### src/rtl/sha_pkg.sv
// Shared types and constants for the SHA message loader and encrypt engine handshake.
package sha_pkg;

   typedef enum logic [2:0] {
      IDLE,
      PACK,
      PAD,
      ZERO,
      LEN_HI,
      LEN_LO,
      START,
      WAIT
   } state_t;

   localparam int         WORDS_PER_BLOCK = 16;
   localparam logic [7:0] PAD_BYTE        = 8'h80;
   localparam logic [1:0] START_HASH      = 2'b01;
   localparam logic [1:0] START_IDLE      = 2'b00;
   localparam int         STOP_DONE       = 0;

   // Message length in bits as stored in the final word of the padded message.
   function automatic logic [31:0] bit_length(input logic [10:0] bytes);
      return {18'b0, bytes, 3'b000};
   endfunction

endpackage

### src/rtl/byte_packer.sv
// Big-endian byte-to-word assembler; also presents the partial word closed with the pad byte.
module byte_packer
   import sha_pkg::*;
(
   input  logic        clk,
   input  logic        reset,
   input  logic        clear,
   input  logic        load,
   input  logic [7:0]  data,
   output logic [31:0] word,
   output logic        word_done,
   output logic [31:0] pad_word
);

   logic [31:0] acc;
   logic [1:0]  lane;
   logic [4:0]  shift;

   // Lane 0 lands in bits [31:24], lane 3 in bits [7:0].
   assign shift     = {~lane, 3'b000};
   assign word      = acc | ({24'b0, data} << shift);
   assign pad_word  = acc | ({24'b0, PAD_BYTE} << shift);
   assign word_done = load && (lane == 2'd3);

   always_ff @(posedge clk or posedge reset) begin
      if (reset) begin
         acc  <= '0;
         lane <= '0;
      end else if (clear) begin
         acc  <= '0;
         lane <= '0;
      end else if (load) begin
         acc  <= (lane == 2'd3) ? 32'h0 : word;
         lane <= lane + 2'd1;
      end
   end

endmodule

### src/rtl/sha_msg_loader.sv
// Packs a byte stream into the data BRAM, appends SHA padding and the bit length,
// then launches the encrypt engine and waits for its done flag.
module sha_msg_loader
   import sha_pkg::*;
#(
   parameter int ADDR_W     = 9,
   parameter int MAX_BLOCKS = 31
) (
   input  logic              clk,
   input  logic              reset,
   input  logic [7:0]        s_data,
   input  logic              s_valid,
   input  logic              s_last,
   output logic              s_ready,
   output logic [ADDR_W-1:0] mem_addr,
   output logic [31:0]       mem_din,
   output logic              mem_we,
   output logic [8:0]        length,
   output logic [1:0]        start,
   input  logic [2:0]        stop,
   output logic              busy,
   output logic              err
);

   // Largest message that still leaves room for the 0x80 byte and 8 length bytes.
   localparam int LIMIT = WORDS_PER_BLOCK * MAX_BLOCKS * 4 - 9;

   state_t            state;
   state_t            state_d;
   logic [ADDR_W-1:0] idx;
   logic [ADDR_W-1:0] idx_inc;
   logic [10:0]       cnt;
   logic              take;
   logic              ovf;
   logic              at_len;
   logic [31:0]       pk_word;
   logic              pk_done;
   logic [31:0]       pk_pad;
   logic              stop_unused;

   assign take        = s_valid && s_ready;
   assign ovf         = take && (({1'b0, cnt} + 12'd1) > 12'(LIMIT));
   assign idx_inc     = idx + 1'b1;
   assign at_len      = (idx_inc[3:0] == 4'(WORDS_PER_BLOCK - 2));
   assign stop_unused = ^stop[2:1];

   byte_packer u_packer (
      .clk       (clk),
      .reset     (reset),
      .clear     (state != PACK),
      .load      (take),
      .data      (s_data),
      .word      (pk_word),
      .word_done (pk_done),
      .pad_word  (pk_pad)
   );

   always_ff @(posedge clk or posedge reset) begin
      if (reset) state <= IDLE;
      else       state <= state_d;
   end

   always_comb begin
      state_d = state;
      case (state)
         IDLE:    state_d = PACK;
         PACK:    if (take && s_last) state_d = (err || ovf) ? IDLE : PAD;
         PAD,
         ZERO:    state_d = at_len ? LEN_HI : ZERO;
         LEN_HI:  state_d = LEN_LO;
         LEN_LO:  state_d = START;
         START:   state_d = WAIT;
         WAIT:    if (stop[STOP_DONE]) state_d = IDLE;
         default: state_d = IDLE;
      endcase
   end

   always_ff @(posedge clk or posedge reset) begin
      if (reset) begin
         s_ready  <= 1'b0;
         busy     <= 1'b0;
         mem_we   <= 1'b0;
         mem_addr <= '0;
         mem_din  <= '0;
         length   <= '0;
         start    <= START_IDLE;
         err      <= 1'b0;
         idx      <= '0;
         cnt      <= '0;
      end else begin
         s_ready <= (state_d == PACK);
         busy    <= (state_d != IDLE);
         mem_we  <= 1'b0;
         case (state)
            IDLE: begin
               idx <= '0;
               cnt <= '0;
            end
            PACK: begin
               if (take) begin
                  cnt <= cnt + 11'd1;
                  if (ovf) err <= 1'b1;
                  // Once overflowed, the rest of the stream is drained without writes.
                  if (pk_done && !err && !ovf) begin
                     mem_we   <= 1'b1;
                     mem_addr <= idx;
                     mem_din  <= pk_word;
                     idx      <= idx_inc;
                  end
               end
            end
            PAD: begin
               mem_we   <= 1'b1;
               mem_addr <= idx;
               mem_din  <= pk_pad;
               idx      <= idx_inc;
            end
            ZERO, LEN_HI: begin
               mem_we   <= 1'b1;
               mem_addr <= idx;
               mem_din  <= 32'h0;
               idx      <= idx_inc;
            end
            LEN_LO: begin
               mem_we   <= 1'b1;
               mem_addr <= idx;
               mem_din  <= bit_length(cnt);
            end
            START: begin
               length <= 9'(idx_inc);
               start  <= START_HASH;
            end
            WAIT: begin
               if (stop[STOP_DONE]) start <= START_IDLE;
            end
            default: ;
         endcase
      end
   end

endmodule

### config.mk
export PLATFORM = sky130hd
export DESIGN_NAME = sha_msg_loader
export DESIGN_NICKNAME = d
export VERILOG_FILES = /design/src/rtl/sha_pkg.sv /design/src/rtl/byte_packer.sv /design/src/rtl/sha_msg_loader.sv
export SDC_FILE = /design/constraint.sdc
export NUM_CORES = 1
export LEC_CHECK = 0
export CAP_MARGIN = 20
export CORE_MARGIN = 3
export CORE_UTILIZATION = 44
export DETAILED_ROUTE_END_ITERATION = 8
export SYNTH_ARGS = -nofsm -noshare
export SYNTH_HDL_FRONTEND = slang
export SYNTH_HIERARCHICAL = 1
export SYNTH_SLANG_ARGS = --single-unit
### constraint.sdc
create_clock -name clk -period 2.8 [get_ports clk]
set_input_delay 0.28 -clock clk [delete_from_list [all_inputs] [get_ports clk]]
set_output_delay 0.28 -clock clk [all_outputs]
set_load 0.005 [all_outputs]
==> results.sh, run 1 <==
export IMPL_outcome="finished, final reports clean"
export IMPL_synth_top_area_cell="dfrtp_1"
export IMPL_die_x_um=127
export IMPL_hp_class="primary input to asynchronous set/reset pin"
export IMPL_yosysTopAreaCellShare_pct=43.2
export IMPL_drive_above_1_share_pct=10.5
export IMPL_syn_area_mm2=0.00649
export IMPL_drt_wl_total_um=17500
export IMPL_grt_antenna_before_repair=0
export IMPL_power_switching_share_pct=40.0
export IMPL_critPathMaxFanout=8
export IMPL_internal_power_mw=4.16
export IMPL_cts_tree="built"
export IMPL_cts_max_level=3
export IMPL_end_kind="flop"
export IMPL_yosysUniqueCellTypes=63
export IMPL_fin_nets=712
export IMPL_yosysMostFrequentCell="dfrtp_1"
export IMPL_worstPathArrival_ns=2.84
export IMPL_fin_skew_ns=0.0139
export IMPL_synth_seq_cells=112
export IMPL_die_area_mm2=0.0162
export IMPL_diodes=0
export IMPL_viasPerCell=6.13
export IMPL_syn_nets=701
export IMPL_grt_max_degree=69
export IMPL_rsz0062_at_grt="no"
export IMPL_period_share_pct=94.5
export IMPL_worstSkewPairLatency_ns=0.37
export IMPL_reg2regPathDepth=8
export IMPL_tightest_slew_ns=0.762
export IMPL_synth_area_top_cells="dfrtp_1 43%, a32o_1 4.9%, o21ai_0 4.8%"
export IMPL_avgSynthCellArea_um2=9.57
export IMPL_finalSetupViolCount=0
export IMPL_power_frac_seq_pct=33.9
export IMPL_power_density_mw_per_mm2=939
export IMPL_route_detailed_drc=0
export IMPL_start_util_pct=45.9
export IMPL_reg2reg_from="cnt[0]"
export IMPL_period_needed_ns=2.65
export IMPL_worst_setup_path_start_kind="flop"
export IMPL_die_h_um=127
export IMPL_ys_async_sr_fraction_pct=100
export IMPL_tns_ns=0
export IMPL_final_util_pct=52.2
export IMPL_post_drt_wl_per_cell_um=20.0
export IMPL_vias=5358
export IMPL_clockRootBuffer="clkbuf_16"
export IMPL_drt_iter0_markers=469
export IMPL_vdd_drop_max_uv=415
export IMPL_p_total_mw=6.93
export IMPL_cts_num_sinks=112
export IMPL_ys_top_cells_by_count="112 x dfrtp_1, 62 x o21ai_0, 58 x nand2_1, 43 x nor2_1, 38 x a21o_1"
export IMPL_slew_headroom_pct=49.1
export IMPL_fmax_mhz=378
export IMPL_worstSetupPathType="flop to flop"
export IMPL_clockPowerShare_pct=18.2
export IMPL_timing_rr_end="idx[6]"
export IMPL_place_congestion=0.841
export IMPL_place_port_buffers=67
export IMPL_io_pins=71
export IMPL_grt_pass1_vias=5324
export IMPL_globalRouteTotalUtil_pct=22.3
export IMPL_synthCells=678
export IMPL_cts_made_buffers=9
export IMPL_clkTransAtPathRegs_ns=0.08
export IMPL_maxSlewViolCount=0
export IMPL_rows=43
export IMPL_clk_path_buf_depth=2
export IMPL_hold_violations=0
export IMPL_switching_power_mw=2.77
export IMPL_firstDrtPassIters=5
export IMPL_coreArea_mm2=0.0141
export IMPL_hpwl_um=11900
export IMPL_r2r_slack_ns=0.15
export IMPL_yosys_warnings=6
export IMPL_p_comb_share_pct=47.9
export IMPL_grt_overflow=0
export IMPL_cp_data_required_time_ns=3.00
export IMPL_p_leak_nw=3.38
export IMPL_ys_flop_type="dfrtp_1"
export IMPL_area_growth_pct=13.8
export IMPL_grt_pass1_wl_um=28900
export IMPL_postRouteAntennaNets=0
export IMPL_synth_edf_count=0
export IMPL_timing_max_cap_violations=0
export IMPL_ys_seq_area_share_pct=43.2
## registers in the layout, summed over array words and instances, names as in the netlist
| register | flops |
|---|---|
| cnt | 11 |
| err | 1 |
| start | 1 |
| mem_addr | 9 |
| busy | 1 |
| idx | 9 |
| length | 9 |
| state | 3 |
| mem_we | 1 |
| u_packer/lane | 2 |
| u_packer/acc | 32 |
| s_ready | 1 |
| mem_din | 32 |
## metrics by stage
stage	hold slack [ns]	std cells	setup slack [ns]	area (um^2)
6_report	0.354	874	0.154	7380
5_1_grt	0.417	874	0.0123	7380
4_1_cts	0.395	873	0.0862	7360
3_5_place_dp	0.470	857	0.0944	7080
3_3_place_gp	0.460	857	0.173	7080
2_1_floorplan	0.422	678	0.253	6490
## what timing repair did
action | 4_1_cts | 5_1_grt
gates resized for setup | 0 | 1
hold buffers | 0 | 0
buffers inserted | 0 | 1
setup endpoints to repair | 0 | 15
## layer usage
metal	vias up	wire length (um)	track usage [%]	share of wire, %
met5	-	0	0	0
met4	0	431	9.02	2.5
met3	28	934	3.39	5.3
met2	162	8170	35.6	47
met1	2671	7940	30.5	45
li1	2497	-	-	-
## critical path, cell delays in order (launching register included)
cell and delay [ns]:
dfrtp_1 0.47, ha_1 0.29, and3_1 0.21, a31oi_1 0.18, o221ai_1 0.17, nand4_1 0.25, a21oi_1 0.10, o21ai_0 0.60
a221oi_1 0.22
## layout make-up
class / instances / area [um^2]
Timing Repair Buffer: 96 / 926
Multi-Input combinational cell: 458 / 3100
Clock inverter: 6 / 50.0
Clock buffer: 10 / 229
Inverter: 12 / 46.3
Tap cell: 180 / 225
Fill cell: 1293 / 6770
Sequential cell: 112 / 2800
## power groups by stage
stage	Clock, mW	Sequential, mW	Combinational (mW)
3_5_place_dp	0	2.38	3.28
6_report	1.26	2.35	3.32
4_1_cts	1.29	2.35	3.30
2_1_floorplan	0	2.29	2.04
5_1_grt	1.37	2.41	3.68
3_3_place_gp	0	2.35	3.23
## worst max path at each step
stage / start / endpoint / slack, ns / cells past startpoint
5_1_grt: cnt[1] / idx[6] / 0.01 / 8
3_5_place_dp: s_valid / idx[6] / 0.09 / 9
6_report: cnt[0] / idx[6] / 0.15 / 8
2_1_floorplan: s_ready / mem_addr[2] / 0.25 / 9
3_3_place_gp: s_valid / idx[6] / 0.17 / 9
4_1_cts: cnt[0] / idx[2] / 0.09 / 9
## logic make-up (layout without fill, tap and decap cells)
| group | count (synthesis) | count (layout) | synth area share [%] |
|---|---|---|---|
| compound gates | 245 | 245 | 28.4 |
| other cells | 1 | 1 | 0.0578 |
| buf+inv | 108 | 124 | 9.24 |
| mux | 13 | 13 | 2.31 |
| flops | 112 | 112 | 43.2 |
| simple gates | 182 | 182 | 14.0 |
| fa+ha+maj | 8 | 8 | 1.54 |
| xor+xnor | 9 | 9 | 1.21 |
## layout by cell type (no fill, tap or decap), types with 3 or more instances in the layout
master           synthesis  final
xnor2_1                  7      7
nor2b_1                 11     11
inv_1                   12     11
a21oi_1                 26     25
nand3_1                 11     11
buf_12                   0      3
buf_4                   30     26
and2_1                   4      4
o31ai_1                  6      5
nor3_1                   3      3
a22o_1                  19     19
nand2_1                 58     58
nor2_1                  43     43
ha_1                     8      8
clkbuf_16                0      9
a21o_1                  38     38
a221oi_1                13     13
o211ai_1                 5      5
a32o_1                  32     32
a2bb2oi_1                5      5
inv_6                    0      3
mux2i_1                  3      3
a31oi_1                  3      3
or3_1                   13     13
o41a_1                  16     16
mux2_2                   8      8
o311ai_0                 3      3
o21ai_0                 62     62
or2_2                    4      4
dfrtp_1                112    111
and3_1                  19     19
a2111oi_0                3      3
clkdlybuf4s50_1          0     67
Note: power is estimated with default switching activity, not from simulation.
==> inputs of run 2 (changes only) <==
--- a/config.mk
+++ b/config.mk
@@ -8,6 +8,7 @@
 export CAP_MARGIN = 20
 export CORE_MARGIN = 3
 export CORE_UTILIZATION = 44
+export CTS_BUF_LIST = sky130_fd_sc_hd__clkbuf_8
 export DETAILED_ROUTE_END_ITERATION = 8
 export SYNTH_ARGS = -nofsm -noshare
 export SYNTH_HDL_FRONTEND = slang
==> run 2 against run 1 <==
- maximum frequency up 0.20%
- critical path depth unchanged
- sequential share of layout area up 0.53 points
- count of clock-buffer cells in the layout down 1
- hold slack worse by 0.042 ns
==> results.sh, run 2 (synthesis results as in run 1) <==
export IMPL_hold_violations=0
export IMPL_die_h_um=127
export IMPL_grt_antenna_before_repair=0
export IMPL_coreArea_mm2=0.0141
export IMPL_cts_tree="built"
export IMPL_fin_skew_ns=0.0151
export IMPL_post_drt_wl_per_cell_um=20.0
export IMPL_reg_top3="mem_din (32), u_packer/acc (32), cnt (11)"
export IMPL_area_growth_pct=12.2
export IMPL_worst_setup_path_start_kind="flop"
export IMPL_cts_hold_buf=0
export IMPL_slowest_stage="o21ai_0"
export IMPL_timing_max_cap_violations=0
export IMPL_place_port_buffers=67
export IMPL_hpwl_um=11900
export IMPL_tightest_slew_ns=0.774
export IMPL_io_pins=71
export IMPL_globalRouteTotalUtil_pct=22.2
export IMPL_fin_nets=712
export IMPL_die_area_mm2=0.0162
export IMPL_fillers=1306
export IMPL_vdd_drop_max_uv=384
export IMPL_viasPerCell=6.10
export IMPL_end_kind="flop"
export IMPL_postRouteAntennaNets=0
export IMPL_route_detailed_drc=0
export IMPL_cp_data_required_time_ns=3.04
export IMPL_tns_ns=0
export IMPL_slew_headroom_pct=48.3
export IMPL_start_util_pct=45.9
export IMPL_pre_cts_ws_ns=0.0944
export IMPL_drt_wl_total_um=17500
export IMPL_rsz0062_at_grt="no"
export IMPL_period_needed_ns=2.64
export IMPL_vias=5335
export IMPL_grt_max_degree=69
export IMPL_layout_common_cells="111 x dfrtp_1, 67 x clkdlybuf4s50_1, 62 x o21ai_0, 58 x nand2_1, 43 x nor2_1"
export IMPL_cp_num_buf_inv=0
export IMPL_die_x_um=127
export IMPL_critPathMaxStageDelay_ns=0.60
export IMPL_diodes=0
export IMPL_crit_chain="ha_1, and3_1, a31oi_1, o221ai_1, nand4_1, a21oi_1, o21ai_0, a221oi_1"
export IMPL_maxSlewViolCount=0
export IMPL_critPathTopFamily="compound AO/OA/AOI/OAI gates"
export IMPL_clkTransAtPathRegs_ns=0.11
export IMPL_drt_iter0_markers=478
export IMPL_critPathMaxFanout=8
export IMPL_multiInputGateArea_mm2=0.00310
export IMPL_seq_area_mm2=0.00280
export IMPL_finalSetupViolCount=0
export IMPL_grt_pass1_wl_um=28900
export IMPL_clockRootBuffer="clkbuf_8"
export IMPL_p_leak_nw=3.33
export IMPL_drive_above_1_share_pct=10.5
export IMPL_fmax_mhz=379
export IMPL_rows=43
export IMPL_worstSkewPairLatency_ns=0.40
export IMPL_place_congestion=0.841
export IMPL_grt_pass1_vias=5319
export IMPL_period_share_pct=94.3
export IMPL_fin_ws_ns=0.159
export IMPL_worstPathArrival_ns=2.88
export IMPL_clk_path_buf_depth=2
export IMPL_grt_overflow=0
export IMPL_cts_num_sinks=112
export IMPL_final_common_cell="dfrtp_1"
export IMPL_cts_max_level=3
export IMPL_firstDrtPassIters=5
export IMPL_power_density_mw_per_mm2=909
export IMPL_worstSetupPathType="flop to flop"
export IMPL_p_total_mw=6.62
export IMPL_cts_made_buffers=9
export IMPL_outcome="finished, final reports clean"
export IMPL_hp_class="primary input to asynchronous set/reset pin"
-- run 2: worst paths after layout --
path	startpoint	to	slack [ns]	cells past startpoint
worst max-delay path	cnt[0]	idx[6]	0.16	8
worst min-delay path	reset	mem_din[23]	0.31	2
worst max register to register	cnt[0]	idx[6]	0.16	8
worst min register to register	length[7]	length[7]	0.49	2
max in group asynchronous	reset	state[1]	1.83	3
min in group clk	length[7]	length[7]	0.49	2
-- run 2: worst register-to-register path, cell delays in order (launching register included) --
cell	delay (ns)
dfrtp_1	0.48
ha_1	0.29
and3_1	0.21
a31oi_1	0.17
o221ai_1	0.17
nand4_1	0.25
a21oi_1	0.10
o21ai_0	0.60
a221oi_1	0.22
-- run 2: area by class of cell --
cell class	count	share of cell area, %
Clock inverter	7	0.739
Multi-Input combinational cell	458	42.6
Timing Repair Buffer	96	12.7
Inverter	12	0.636
Sequential cell	112	38.5
Tap cell	180	3.09
Clock buffer	9	1.70
-- run 2: timing repair --
item	in CTS	in global routing
buffers inserted	0	1
endpoints found under the setup margin	0	16
gates resized for setup	0	1
-- run 2: per-stage QoR --
step	hold WS (ns)	cell area (um^2)	std cells	utilization, %
2_1_floorplan	0.422	6490	678	-
3_3_place_gp	0.460	7080	857	50.0
3_5_place_dp	0.470	7080	857	50.0
4_1_cts	0.341	7260	873	51.3
5_1_grt	0.363	7280	874	51.5
6_report	0.312	7280	874	51.5
-- run 2: per-layer routing --
metal	up-vias	GRT usage (%)	part of all wire [%]
li1	2488	-	-
met1	2660	30.6	46
met2	163	35.5	47
met3	24	3.39	5.3
met4	0	8.45	2.1
met5	-	0	0
-- run 2: power breakdown --
group          total (mW)  internal [mW]  switching [mW]  leakage, nW
clock network       0.942          0.333           0.609       0.0880
registers            2.35           2.00           0.342         1.49
logic                3.33           1.54            1.80         1.75
==> inputs of run 3 (changes only) <==
--- a/config.mk
+++ b/config.mk
@@ -10,6 +10,7 @@
 export CORE_UTILIZATION = 44
 export CTS_BUF_LIST = sky130_fd_sc_hd__clkbuf_8
 export DETAILED_ROUTE_END_ITERATION = 8
+export GPL_ROUTABILITY_DRIVEN = 1
 export SYNTH_ARGS = -nofsm -noshare
 export SYNTH_HDL_FRONTEND = slang
 export SYNTH_HIERARCHICAL = 1
==> results of run 3 <==
Final layout, timing and power as in run 2 (identical DEF).
